--- config.mk ---
export PLATFORM = sky130hd
export DESIGN_NAME = lda_avalon_queued_controller
export DESIGN_NICKNAME = d
export VERILOG_FILES = /design/src/rtl/lda_pkg.sv /design/src/rtl/lda_cmd_fifo.sv /design/src/rtl/lda_avalon_queued_controller.sv
export SDC_FILE = /design/constraint.sdc
export NUM_CORES = 1
export LEC_CHECK = 0
export CAP_MARGIN = 20
export CELL_PAD_IN_SITES_DETAIL_PLACEMENT = 0
export CELL_PAD_IN_SITES_GLOBAL_PLACEMENT = 1
export CORE_ASPECT_RATIO = 1.25
export CORE_MARGIN = 4
export CORE_UTILIZATION = 35
export CTS_CLUSTER_SIZE = 24
export DETAILED_ROUTE_END_ITERATION = 8
export PLACE_DENSITY = 0.76
export SYNTH_ARGS = -nofsm -noshare
export SYNTH_HDL_FRONTEND = slang
export SYNTH_SLANG_ARGS = --single-unit
--- constraint.sdc ---
create_clock -name i_clk -period 5.3 [get_ports i_clk]
set_input_delay 0.53 -clock i_clk [delete_from_list [all_inputs] [get_ports i_clk]]
set_output_delay 0.53 -clock i_clk [all_outputs]
set_load 0.02 [all_outputs]
--- src/rtl/lda_pkg.sv ---
// lda_pkg: shared types, register map, bit indices and default widths for the line-draw controller
// No ports; imported by the controller and its command FIFO.
package lda_pkg;
    localparam int DEF_XW    = 9;
    localparam int DEF_YW    = 8;
    localparam int DEF_CW    = 3;
    localparam int DEF_DEPTH = 4;

    typedef enum logic [1:0] {ST_IDLE, ST_START, ST_WAIT} state_t;

    localparam logic [2:0] ADDR_MODE   = 3'd0;
    localparam logic [2:0] ADDR_STATUS = 3'd1;
    localparam logic [2:0] ADDR_GO     = 3'd2;
    localparam logic [2:0] ADDR_START  = 3'd3;
    localparam logic [2:0] ADDR_END    = 3'd4;
    localparam logic [2:0] ADDR_COLOR  = 3'd5;

    localparam int MODE_DROP = 0;
    localparam int MODE_IRQ  = 1;

    localparam int STAT_BUSY = 0;
    localparam int STAT_FULL = 1;
    localparam int STAT_OVF  = 2;
    localparam int STAT_DONE = 3;

    function automatic logic [31:0] be_merge(input logic [31:0] old, input logic [31:0] data, input logic [3:0] be);
        logic [31:0] r;
        for (int i = 0; i < 4; i++) r[8*i +: 8] = be[i] ? data[8*i +: 8] : old[8*i +: 8];
        return r;
    endfunction
endpackage

--- src/rtl/lda_cmd_fifo.sv ---
// lda_cmd_fifo: command FIFO with wrap-around pointers carrying an extra MSB
// Ports: i_clk/i_reset, i_push+i_data write side, i_pop read side, o_data head,
//        o_full/o_empty flags, o_count occupancy.
module lda_cmd_fifo #(
    parameter int W     = 8,
    parameter int DEPTH = 4
) (
    input  logic                     i_clk,
    input  logic                     i_reset,
    input  logic                     i_push,
    input  logic [W-1:0]             i_data,
    input  logic                     i_pop,
    output logic [W-1:0]             o_data,
    output logic                     o_full,
    output logic                     o_empty,
    output logic [$clog2(DEPTH):0]   o_count
);
    localparam int AW = $clog2(DEPTH);

    logic [W-1:0] mem_q [DEPTH];
    logic [AW:0]  wr_q, wr_d, rd_q, rd_d;
    logic         do_push, do_pop;

    always_comb begin
        o_count = wr_q - rd_q;
        o_empty = wr_q == rd_q;
        o_full  = (wr_q[AW] != rd_q[AW]) && (wr_q[AW-1:0] == rd_q[AW-1:0]);
        // a push while full is dropped here so the head entry can never be overwritten
        do_push = i_push & ~o_full;
        do_pop  = i_pop & ~o_empty;
        wr_d    = wr_q + (AW+1)'(do_push);
        rd_d    = rd_q + (AW+1)'(do_pop);
        o_data  = mem_q[rd_q[AW-1:0]];
    end

    always_ff @(posedge i_clk) begin
        if (i_reset) begin
            wr_q <= '0;
            rd_q <= '0;
        end else begin
            wr_q <= wr_d;
            rd_q <= rd_d;
        end
    end

    always_ff @(posedge i_clk) begin
        if (do_push) mem_q[wr_q[AW-1:0]] <= i_data;
    end
endmodule

--- src/rtl/lda_avalon_queued_controller.sv ---
// lda_avalon_queued_controller: Avalon-MM slave queuing line-draw commands for an LDA core
// Ports: i_clk/i_reset; Avalon slave (i_address, i_read, i_write, i_chipselect,
//        i_byteenable, i_writedata, o_readdata, o_waitrequest); LDA side
//        (o_x0/o_y0/o_x1/o_y1/o_color, o_start, i_done); o_irq level interrupt.
module lda_avalon_queued_controller
    import lda_pkg::*;
#(
    parameter int XW    = DEF_XW,
    parameter int YW    = DEF_YW,
    parameter int CW    = DEF_CW,
    parameter int DEPTH = DEF_DEPTH
) (
    input  logic          i_clk,
    input  logic          i_reset,
    input  logic [2:0]    i_address,
    input  logic          i_read,
    input  logic          i_write,
    input  logic          i_chipselect,
    input  logic [3:0]    i_byteenable,
    input  logic [31:0]   i_writedata,
    output logic [31:0]   o_readdata,
    output logic          o_waitrequest,
    output logic [XW-1:0] o_x0,
    output logic [YW-1:0] o_y0,
    output logic [XW-1:0] o_x1,
    output logic [YW-1:0] o_y1,
    output logic [CW-1:0] o_color,
    output logic          o_start,
    input  logic          i_done,
    output logic          o_irq
);
    localparam int PW = XW + YW;
    localparam int FW = 2*PW + CW;
    localparam int AW = $clog2(DEPTH);

    logic [1:0]    mode_q, mode_d;
    logic [PW-1:0] start_q, start_d, end_q, end_d;
    logic [CW-1:0] color_q, color_d;
    logic          ovf_q, ovf_d, done_q, done_d;
    state_t        state_q, state_d;
    logic          start_pulse_q, start_pulse_d;
    logic [XW-1:0] x0_q, x0_d, x1_q, x1_d;
    logic [YW-1:0] y0_q, y0_d, y1_q, y1_d;
    logic [CW-1:0] col_q, col_d;

    logic          wr, go_wr, clr, push, pop, full, empty, busy, done_set;
    logic [AW:0]   count;
    logic [FW-1:0] head;
    logic [PW-1:0] head_start, head_end;
    logic [31:0]   rd;

    lda_cmd_fifo #(.W(FW), .DEPTH(DEPTH)) u_fifo (
        .i_clk   (i_clk),
        .i_reset (i_reset),
        .i_push  (push),
        .i_data  ({start_q, end_q, color_q}),
        .i_pop   (pop),
        .o_data  (head),
        .o_full  (full),
        .o_empty (empty),
        .o_count (count)
    );

    always_comb begin
        wr            = i_chipselect & i_write;
        go_wr         = wr & (i_address == ADDR_GO);
        o_waitrequest = go_wr & full & ~mode_q[MODE_DROP];
        // in drop mode a GO while full completes on the bus but never reaches the FIFO
        push          = go_wr & ~full;
        clr           = wr & (i_address == ADDR_STATUS) & i_byteenable[0];
        mode_d        = (wr && i_address == ADDR_MODE && i_byteenable[0]) ? i_writedata[1:0] : mode_q;
        start_d       = (wr && i_address == ADDR_START) ? PW'(be_merge(32'(start_q), i_writedata, i_byteenable)) : start_q;
        end_d         = (wr && i_address == ADDR_END) ? PW'(be_merge(32'(end_q), i_writedata, i_byteenable)) : end_q;
        color_d       = (wr && i_address == ADDR_COLOR) ? CW'(be_merge(32'(color_q), i_writedata, i_byteenable)) : color_q;
        done_set      = (state_q == ST_WAIT) & i_done & empty & ~push;
        // set events win over a coincident write-1-to-clear
        ovf_d         = (go_wr & full & mode_q[MODE_DROP]) | (ovf_q & ~(clr & i_writedata[STAT_OVF]));
        done_d        = done_set | (done_q & ~(clr & i_writedata[STAT_DONE]));
        state_d       = state_q;
        pop           = 1'b0;
        case (state_q)
            ST_IDLE: begin
                pop     = ~empty;
                state_d = empty ? ST_IDLE : ST_START;
            end
            ST_START: state_d = ST_WAIT;
            ST_WAIT:  state_d = i_done ? ST_IDLE : ST_WAIT;
            default:  state_d = ST_IDLE;
        endcase
        // registered so the draw request lands two cycles after a GO into an idle, empty queue
        start_pulse_d = state_q == ST_START;
        head_start    = head[FW-1 -: PW];
        head_end      = head[CW +: PW];
        x0_d          = pop ? head_start[XW-1:0] : x0_q;
        y0_d          = pop ? head_start[PW-1:XW] : y0_q;
        x1_d          = pop ? head_end[XW-1:0] : x1_q;
        y1_d          = pop ? head_end[PW-1:XW] : y1_q;
        col_d         = pop ? head[CW-1:0] : col_q;
        busy          = (state_q != ST_IDLE) | ~empty;
        case (i_address)
            ADDR_MODE:   rd = 32'(mode_q);
            ADDR_STATUS: rd = {16'b0, 8'(count), 4'b0, done_q, ovf_q, full, busy};
            ADDR_START:  rd = 32'(start_q);
            ADDR_END:    rd = 32'(end_q);
            ADDR_COLOR:  rd = 32'(color_q);
            default:     rd = 32'b0;
        endcase
        o_readdata    = (i_chipselect & i_read) ? rd : 32'b0;
        o_irq         = done_q & mode_q[MODE_IRQ];
        o_start       = start_pulse_q;
        o_x0          = x0_q;
        o_y0          = y0_q;
        o_x1          = x1_q;
        o_y1          = y1_q;
        o_color       = col_q;
    end

    always_ff @(posedge i_clk) begin
        if (i_reset) begin
            mode_q        <= '0;
            start_q       <= '0;
            end_q         <= '0;
            color_q       <= '0;
            ovf_q         <= 1'b0;
            done_q        <= 1'b0;
            state_q       <= ST_IDLE;
            start_pulse_q <= 1'b0;
            x0_q          <= '0;
            y0_q          <= '0;
            x1_q          <= '0;
            y1_q          <= '0;
            col_q         <= '0;
        end else begin
            mode_q        <= mode_d;
            start_q       <= start_d;
            end_q         <= end_d;
            color_q       <= color_d;
            ovf_q         <= ovf_d;
            done_q        <= done_d;
            state_q       <= state_d;
            start_pulse_q <= start_pulse_d;
            x0_q          <= x0_d;
            y0_q          <= y0_d;
            x1_q          <= x1_d;
            y1_q          <= y1_d;
            col_q         <= col_d;
        end
    end
endmodule

* Word-level counts from Yosys, hierarchy flattened
Memories as Yosys holds them, arrays and structs flattened. A register that Yosys moved wholly into a read port is not among the register bits. Index checks and enable logic that the tools add are counted.
Storage, ports and cells: memory bits (read-only) 0, memory bits (writable) 148, register bits after elaboration 50, bits in latches 0, word-level logic and storage cells 80, bits of input ports 45, memories kept 1, output and inout bits 72
Cells by class: bitwise logic cells 28, multiply operators 0, divide/modulo/power cells 0, $lt $le $gt $ge 0, add/subtract/negate cells 3, eq/ne operators 10, reduce and logical (&&, ||, !) cells 16, muxes and demuxes 8, shifts and indexed selects 0
Memories:
- u_fifo.mem_q | words 4, width 37, read ports 1, clocked after Yosys merged registers in 1, wr ports 1, RTL line lda_cmd_fifo.sv:20 | logic [W-1:0] mem_q [DEPTH];
Operators by type and width (number):
- 17-bit case mux with 5 select lines | 1
- 32-bit two-way mux | 1
- 1-bit bitwise AND | 19
- 2-bit AND reduction | 7
- 3-bit by 1-bit adder with 3-bit output | 2
- 3-bit by 2-bit == test with 1-bit output (second input constant) | 2
- 3-bit == test (second input constant) | 2
- 1-bit logical AND | 6
- 1-bit NOT | 6
- 2-bit case mux with 3 select lines | 1
- 1-bit two-way mux | 4
- 3-bit by 1-bit == test with 1-bit output (second input constant) | 1
- 3-bit == test | 1
- 3-bit logical NOT | 1
- 1-bit bitwise OR | 3
- 3-bit subtractor | 1
- 2-bit by 1-bit == test with 1-bit output (second input constant) | 1
- 2-bit == test | 1
- 2-bit == test (second input constant) | 1
- 2-bit logical NOT | 1
- 2-bit two-way mux | 1
- 2-bit nonzero test | 1
- 1-bit inequality test | 1

* Logic depth before layout (Yosys ltp)
Gate-level depths: netlist of the first run.
depth in word-level cells 7, depth in mapped cells 12

* Modules after synthesis
A second synthesis of the first run with hierarchy kept.
Unflattened totals: cell total of the unflattened synthesis 695, area, all modules 9501.6 µm²
By module, submodules not included:
- lda_cmd_fifo | area an instance 5784.3 µm², cells an instance 234, seq. area each 4564.4 µm², instances 1
- lda_avalon_queued_controller | area an instance 3717.3 µm², cells an instance 461, seq. area each 1621.6 µm², instances 1

* Worst setup path after synthesis of the first run
OpenSTA, ideal clock, no wires.
kind reg-to-reg, start register u_fifo.rd_q[1], end memory u_fifo.mem_q[0][0] in the netlist's numbering (enable), required time 4776 ps, clock period less this slack 5767 ps, setup slack -467 ps, cell stages (with the launch flop) 9, data arrival time 5243 ps, library setup time 524 ps, cells stage by stage dfxtp_1 > buf_2 > buf_2 > inv_1 > ha_1 > nand2_1 > clkbuf_1 > nor2_1 > nor4_1
Between the ends: cells in the longest elaborated chain, start to end 7
RTL lines:
- from (decl) | RTL line lda_cmd_fifo.sv:21 | logic [AW:0] wr_q, wr_d, rd_q, rd_d;
- from (signal assigned) | RTL line lda_cmd_fifo.sv:42 | rd_q <= rd_d;
- 2-bit == test * | RTL line lda_cmd_fifo.sv:27 | o_full = (wr_q[AW] != rd_q[AW]) && (wr_q[AW-1:0] == rd_q[AW-1:0]);
- 1-bit logical AND * | RTL line lda_cmd_fifo.sv:27
- 1-bit NOT * | RTL line lda_cmd_fifo.sv:29, lda_avalon_queued_controller.sv:69
- 1-bit bitwise AND | RTL line lda_avalon_queued_controller.sv:69 | push = go_wr & ~full;
- 1-bit bitwise AND * | RTL line lda_cmd_fifo.sv:29 | do_push = i_push & ~o_full;
- 1-bit two-way mux * | RTL line lda_cmd_fifo.sv:47 | if (do_push) mem_q[wr_q[AW-1:0]] <= i_data;
- 1-bit two-way mux (not written as such) * | RTL line lda_cmd_fifo.sv:47
- to (decl) | RTL line lda_cmd_fifo.sv:20
Every way passes the cells marked *; elsewhere a longest branch is shown, timed or not.

* Final worst setup path of the first run
start input port i_address[0], end output port o_readdata[0]
Between the ends: cells in the longest elaborated chain, start to end 3
RTL lines:
- from (decl) | RTL line lda_avalon_queued_controller.sv:15 | input logic [2:0] i_address,
- 3-bit == test (tied with other cells) | RTL line lda_avalon_queued_controller.sv:100 | case (i_address)
- 17-bit case mux with 5 select lines * | RTL line lda_avalon_queued_controller.sv:100
- 32-bit two-way mux * | RTL line lda_avalon_queued_controller.sv:108 | o_readdata = (i_chipselect & i_read) ? rd : 32'b0;
- to (decl) | RTL line lda_avalon_queued_controller.sv:21 | output logic [31:0] o_readdata,
Marks and branches as above.

==> results of run 1 <==
[layer usage]
metal	wire length, um	track usage, %	up-vias
met5	0	0	-
met4	480	4.051	0
met3	1351	2.275	33
met2	11740	25.65	193
met1	10460	20.46	3146
li1	-	-	2959
[tightest hold or removal path, cell delays in order (launching register included)]
cell     delay (ns)
dfxtp_1        0.31
o31ai_1        0.07
a21oi_1        0.05
[Yosys cell counts, drive strengths merged, types with 2 or more instances]
master and number:
nor2b 44, and2 4, nor2 19, buf 39, o31ai 4, a22oi 13
o21ai 11, nor3 2, and3 5, o22ai 2, dfxtp 87, inv 7
edfxtp 148, nand2 43, nor4 6, a32oi 2, o211ai 38, clkbuf 32
mux4 37, nand2b 46, xnor2 4, a21oi 17, mux2i 27, mux2 4
nand3 94, ha 6
[stage by stage]
stage / cells / setup WS (ns)
5_1_grt: 1200 / 1.423
3_5_place_dp: 1157 / 1.636
6_report: 1200 / 1.572
2_1_floorplan: 774 / -0.4675
4_1_cts: 1200 / 1.604
3_3_place_gp: 1157 / 1.634
[cells in the final DEF, fill, tap and decap left out, drive strengths merged, types with 2 or more instances in the layout]
master and count:
clkdlybuf4s50 84, ha 6, conb 15, clkinv 10
clkbuf 30, a21oi 17, xnor2 4, nand2 43
o211ai 38, a32oi 2, and2 4, mux4 37
nor2 19, nand3 94, mux2i 27, o22ai 2
o31ai 4, nor4 6, a22oi 13, dfxtp 87
inv 8, nor3 2, mux2 4, nor2b 44
clkinvlp 2, edfxtp 148, o21ai 11, and3 5
nand2b 46, buf 20
[area by class of cell]
| type | count | area, um2 | area share [%] |
|---|---|---|---|
| flip-flops and latches | 235 | 6187 | 52.10 |
| clock inverters | 13 | 67.56 | 0.5689 |
| well taps | 350 | 437.9 | 3.687 |
| multi-input cells | 461 | 3515 | 29.59 |
| clock buffers | 30 | 654.4 | 5.510 |
| inverters | 7 | 26.28 | 0.2212 |
| repair buffers | 104 | 988.4 | 8.323 |
[kinds of logic (layout without fill, tap and decap cells)]
logic type,Yosys count,count (layout)
AND/OR/NAND/NOR,274,274
flip-flops,235,235
AO/OA/AOI/OAI,92,92
buffers and inverters,78,154
multiplexers,68,68
adder cells (fa/ha/maj),7,7
XOR/XNOR,5,5
other,1,15
[power groups by stage]
stage / registers [mW] / logic (mW) / clock network [mW]
2_1_floorplan: 2.09 / 0.421 / 0
3_3_place_gp: 2.04 / 0.679 / 0
3_5_place_dp: 2.04 / 0.680 / 0
4_1_cts: 2.01 / 0.683 / 1.59
5_1_grt: 2.01 / 0.720 / 1.67
6_report: 2.00 / 0.667 / 1.55
[sequential cells by signal, summed over array words and instances, names as in the netlist]
register / count
u_fifo.rd_q: 3
o_color: 3
done_q: 1
o_y1: 8
o_x0: 9
o_x1: 9
o_y0: 8
state_q: 2
color_q: 3
end_q: 17
mode_q: 2
u_fifo.mem_q: 148
o_start: 1
start_q: 17
u_fifo.wr_q: 3
ovf_q: 1
[how the worst max path moves through the flow]
stage | end | startpoint | slack, ns | depth (start not counted)
after floorplan | u_fifo.mem_q[0][0] | u_fifo.rd_q[1] | -0.47 | 8
after global placement | o_readdata[0] | i_address[0] | 1.63 | 5
after detailed placement | o_readdata[0] | i_address[0] | 1.64 | 5
after CTS | o_readdata[0] | i_address[0] | 1.60 | 5
after global routing | o_readdata[0] | i_address[0] | 1.42 | 5
final | o_readdata[0] | i_address[0] | 1.57 | 5
==> impl_results.md, run 1 <==
- Status: completed
- Drt first pass iters: 5
- GR Util All Layers: 15.11%
- Delay-heaviest family, CP: buffers and inverters
- Switching share of total power: 25.84%
- Post-Synth Adder-Cell Area: 0.9506%
- 1st-iter DRT viols: 476
- Final instance area: 0.01188 mm2
- Most Frequent Cell on Critical Path: clkdlybuf4s50_1
- Final period utilization: 70.34%
- Ant diodes: 0
- DP HPWL: 15,210 um
- Die width: 159.2 um
- Antenna viol nets, final: 0
- CTS hold repair buffers: 0
- Crit path time final: 3.728 ns
- Hold WS: 0.4787 ns
- Logic gate share of total power: 15.8%
- Final Skew: 0.009962 ns
- Cts bufs inserted: 24
- FILL cells: 2,572
- Fmax: 0.2683 GHz
- Area delta synth->final: 18.72%
- CTS tree: built
- Internal cell power: 3.131 mW
- Synth Area in Compound Gates: 6.266%
- Largest family of logic cells by synthesized area: simple AND/OR/NAND/NOR gates
- Worst Setup Start Kind: input pin
- Cell taking the most area after synthesis: edfxtp_1
- Register area share after synthesis: 61.84%
- Layout net count: 885
- Syn Area/Cell: 13.16 um2
- Synth cell types: 53
- Die H: 197.0 um
- Routed vias/inst: 5.276
- Post-Synth XOR/XNOR Area: 0.4378%
- Final wirelength: 24,030 um
- Clock share of power: 36.7%
- Sequential share of power: 47.5%
- Area contributors post-synth: edfxtp_1, dfxtp_1, mux4_2
- GR Overflow Total: 0
- Hold Path End: ovf_q
- Cells after Synth: 760
- HP Start: ovf_q
- Critical Path RT: 4.77 ns
- Cells along the critical path: clkdlybuf4s50_1 -> nor2b_1 -> o31ai_1 -> a311oi_1 -> clkdlybuf4s50_1
- Max cap viols: 0
- Hold Path Cell Cnt: 2
- Initial antenna violation count: 0
- Yosys synthesis warning count: 0
- Reg2reg start: u_fifo.wr_q[0]
- WP buf/inv: 2
- Largest net degree at the start of global routing: 80
- Starting Density: 35.85%
- Remaining DRCs: 0
- Worst min path class: register to register
- Critical Path AT: 3.20 ns
- FF-to-FF setup slack: 2.63 ns
- Worst-skew pair later-pin latency: 0.51 ns
- Post-Route Setup TNS: 0 ns
- Vias in the first global route: 6,296
- Postcts setup bufs: 0
- Reg2Reg Capture Point: u_fifo.mem_q[0][21]
- Area after DPL: 0.01115 mm2
- Final setup violating endpoints: 0
- Full die area: 0.03137 mm2
- CTS clk-pin slew, worst paths: 0.06 ns
- Final hold violation count: 0
- Clock root cell: clkbuf_16
- Total power: 4.223 mW
- Slowest CP cell: clkdlybuf4s50_1
- Leak pwr: 4.119 nW
- Slew Limit Fails: 0
- Worst relative slew slack: 46.68%
- Cell Rows: 68
- Finished Core Util: 42.56%
- H-tree depth: 1
- Max FO, Critical Path: 13
- RSZ-0062 raised after global routing: false
- CP max stage delay: 0.78 ns
- Post-cts sizing count: 0
- CP endpoint kind: primary output
- # IOs: 117
- PortBufs: 85
- Mapped Area: 0.01000 mm2
- Mux cell area share after synthesis: 11.48%
- WS Path Type: input pin to primary output
- Routed wire per std cell: 20.03 um
- RePlAce Congestion: 0.7959
- Share of post-route cells with drive strength above 1: 12.71%
- #FFs+latches synth: 235
- Post-synthesis async set-or-reset flop share: 0%
- Synth top area share: 44.43%
- P_sw: 1.091 mW
- Clock sinks: 235
- Worst Tran Pin Value: 0.7998 ns
- Clock tree buffer depth: 3
- Number of synthesized flops with an enable pin: 148
- First-pass GRT wire length: 37,530 um
- Power Density: 355.6 mW/mm2
- CORE AREA: 0.02791 mm2
- Synth Flop Type: edfxtp_1
- Maximum vdd drop: 0.1975 mV
- Vias: 6,331
- Reg2reg path depth: 7
- Simple-gate share of the synthesized area: 14.86%
No activity file was read; power rests on OpenSTA's default activity.
==> run 2, diff against run 1 <==
--- a/config.mk
+++ b/config.mk
@@ -13,7 +13,7 @@
 export CORE_UTILIZATION = 35
 export CTS_CLUSTER_SIZE = 24
 export DETAILED_ROUTE_END_ITERATION = 8
-export PLACE_DENSITY = 0.76
+export PLACE_DENSITY = 0.74
 export SYNTH_ARGS = -nofsm -noshare
 export SYNTH_HDL_FRONTEND = slang
 export SYNTH_SLANG_ARGS = --single-unit
==> constraint.sdc (replaced) <==
create_clock -name i_clk -period 3.9 [get_ports i_clk]
set_input_delay 0.39 -clock i_clk [delete_from_list [all_inputs] [get_ports i_clk]]
set_output_delay 0.39 -clock i_clk [all_outputs]
set_load 0.02 [all_outputs]
==> run 2 against run 1 <==
  * Register-to-register slack got worse by 1.6 ns
  * Clock power increased by 66%
  * Global-route usage is 0.22 points lower
  * Power up 47%
  * Flip-flop and latch count unchanged
  * Highest routed layer unchanged
==> impl_results.md, run 2 (same netlist as run 1, synthesis figures left out) <==
- Clock root cell: clkbuf_16
- Vias: 6,282
- Cts bufs inserted: 24
- Placed cells: 1,165
- Max FO, Critical Path: 22
- Reg2reg path depth: 10
- Antenna viol nets, final: 0
- Clock tree buffer depth: 3
- Area delta synth->final: 21.43%
- Slew Limit Fails: 0
- WS Path Type: register to primary output
- Clock sinks: 235
- # IOs: 117
- Initial antenna violation count: 0
- RSZ-0062 raised after global routing: false
- H-tree depth: 1
- Worst-skew pair later-pin latency: 0.51 ns
- Routed wire per std cell: 19.74 um
- Power Density: 511.4 mW/mm2
- Largest net degree at the start of global routing: 91
- Final setup violating endpoints: 0
- Post-Place Setup Slack: 0.5580 ns
- FILL cells: 2,507
- RePlAce Congestion: 0.8222
- Final wirelength: 23,860 um
- CORE AREA: 0.02791 mm2
- Critical Path AT: 3.02 ns
- Commonest cells after routing, fill and taps aside: edfxtp_1, nand3_1, dfxtp_1, clkdlybuf4s50_1, nand2b_1
- HP Start: i_reset
- Slack of the critical path: 0.4882 ns
- Hold Path Cell Cnt: 2
- Routed vias/inst: 5.196
- Die width: 159.2 um
- Status: completed
- Worst min path class: input pin to register
- Ant diodes: 0
- Final hold violation count: 0
- Reg2Reg Capture Point: u_fifo.wr_q[2]
- Final period utilization: 87.48%
- Max cap viols: 0
- CTS hold repair buffers: 0
- Finished Core Util: 43.53%
- Reg2reg start: u_fifo.wr_q[0]
- Share of post-route cells with drive strength above 1: 13.74%
- Post-Route Setup TNS: 0 ns
- GR Overflow Total: 0
- 1st-iter DRT viols: 373
- Maximum vdd drop: 0.3311 mV
- Full die area: 0.03137 mm2
- Final Skew: 0.01026 ns
- Critical Path RT: 3.51 ns
- Starting Density: 35.85%
- First-pass GRT wire length: 37,000 um
- DP HPWL: 15,520 um
- Cell Rows: 68
- Post-cts sizing count: 0
- CTS tree: built
- Worst relative slew slack: 40.69%
- Non-Filler Instances: 1,209
- Drt first pass iters: 5
- Worst Setup Start Kind: register
- Fmax: 0.2931 GHz
- Worst Tran Pin Value: 0.8897 ns
- Most common cell after layout, fill and taps aside: edfxtp_1
- Postcts setup bufs: 0
- CP endpoint kind: primary output
- GR Util All Layers: 14.89%
- FF-to-FF setup slack: 1.07 ns
- PortBufs: 85
- Hold Path End: o_start
- Die H: 197.0 um
- CTS clk-pin slew, worst paths: 0.06 ns
- Remaining DRCs: 0
- Max reg flops: 148
- Vias in the first global route: 6,311
- Crit path time final: 3.412 ns
- Leak pwr: 4.240 nW
- Layout net count: 893
==> run 2: worst max-delay path, cell delays in order (launching register included) <==
cell             delay, ns
dfxtp_1               0.46
inv_1                 0.17
ha_1                  0.35
nand2_1               0.10
buf_4                 0.26
o31ai_1               0.14
a311oi_1              0.37
clkdlybuf4s50_1       0.67
==> run 2: through the flow <==
stage,cell area (um2),total power [mW],hold WS (ns)
CTS,12150,6.280,0.2456
global placement,11250,3.700,0.4666
floorplan,10080,3.407,0.4439
global route,12150,6.446,0.2922
finish,12150,6.212,0.2635
detailed placement,11250,3.703,0.4719
==> run 2: where the power goes <==
part | switching (mW) | total, mW | internal [mW]
Clock | 0.925 | 2.58 | 1.65
Combinational | 0.519 | 0.909 | 0.390
Sequential | 0.0391 | 2.72 | 2.68
Total | 1.48 | 6.21 | 4.73
==> run 2: how the worst max path moves through the flow <==
stage                         from            endpoint  slack [ns]  cells after the start
finish              u_fifo.wr_q[0]       o_readdata[0]        0.49                      7
global route        u_fifo.wr_q[0]       o_readdata[0]        0.28                      7
CTS                 u_fifo.wr_q[0]       o_readdata[0]        0.43                      7
detailed placement    i_address[0]       o_waitrequest        0.56                      5
global placement      i_address[0]       o_waitrequest        0.57                      5
floorplan           u_fifo.rd_q[1]  u_fifo.mem_q[1][0]       -0.34                      8
==> run 2: routing by layer <==
metal | part of all wire [%] | vias to the layer above | global-route usage, % | wire, um
met1 | 44 | 3118 | 19.92 | 10470
met3 | 5.0 | 22 | 2.275 | 1186
met4 | 1.3 | 0 | 3.151 | 315
met5 | 0 | - | 0 | 0
li1 | - | 2967 | - | -
met2 | 50 | 175 | 25.95 | 11890
==> run 2: area by class of cell <==
cell class / count / area [um2] / share of cell area (%)
well taps: 350 / 437.9 / 3.605
clock buffers: 32 / 661.9 / 5.449
clock inverters: 12 / 235.2 / 1.937
flip-flops and latches: 235 / 6187 / 50.94
repair buffers: 112 / 1049 / 8.632
inverters: 7 / 26.28 / 0.2163
multi-input cells: 461 / 3550 / 29.22
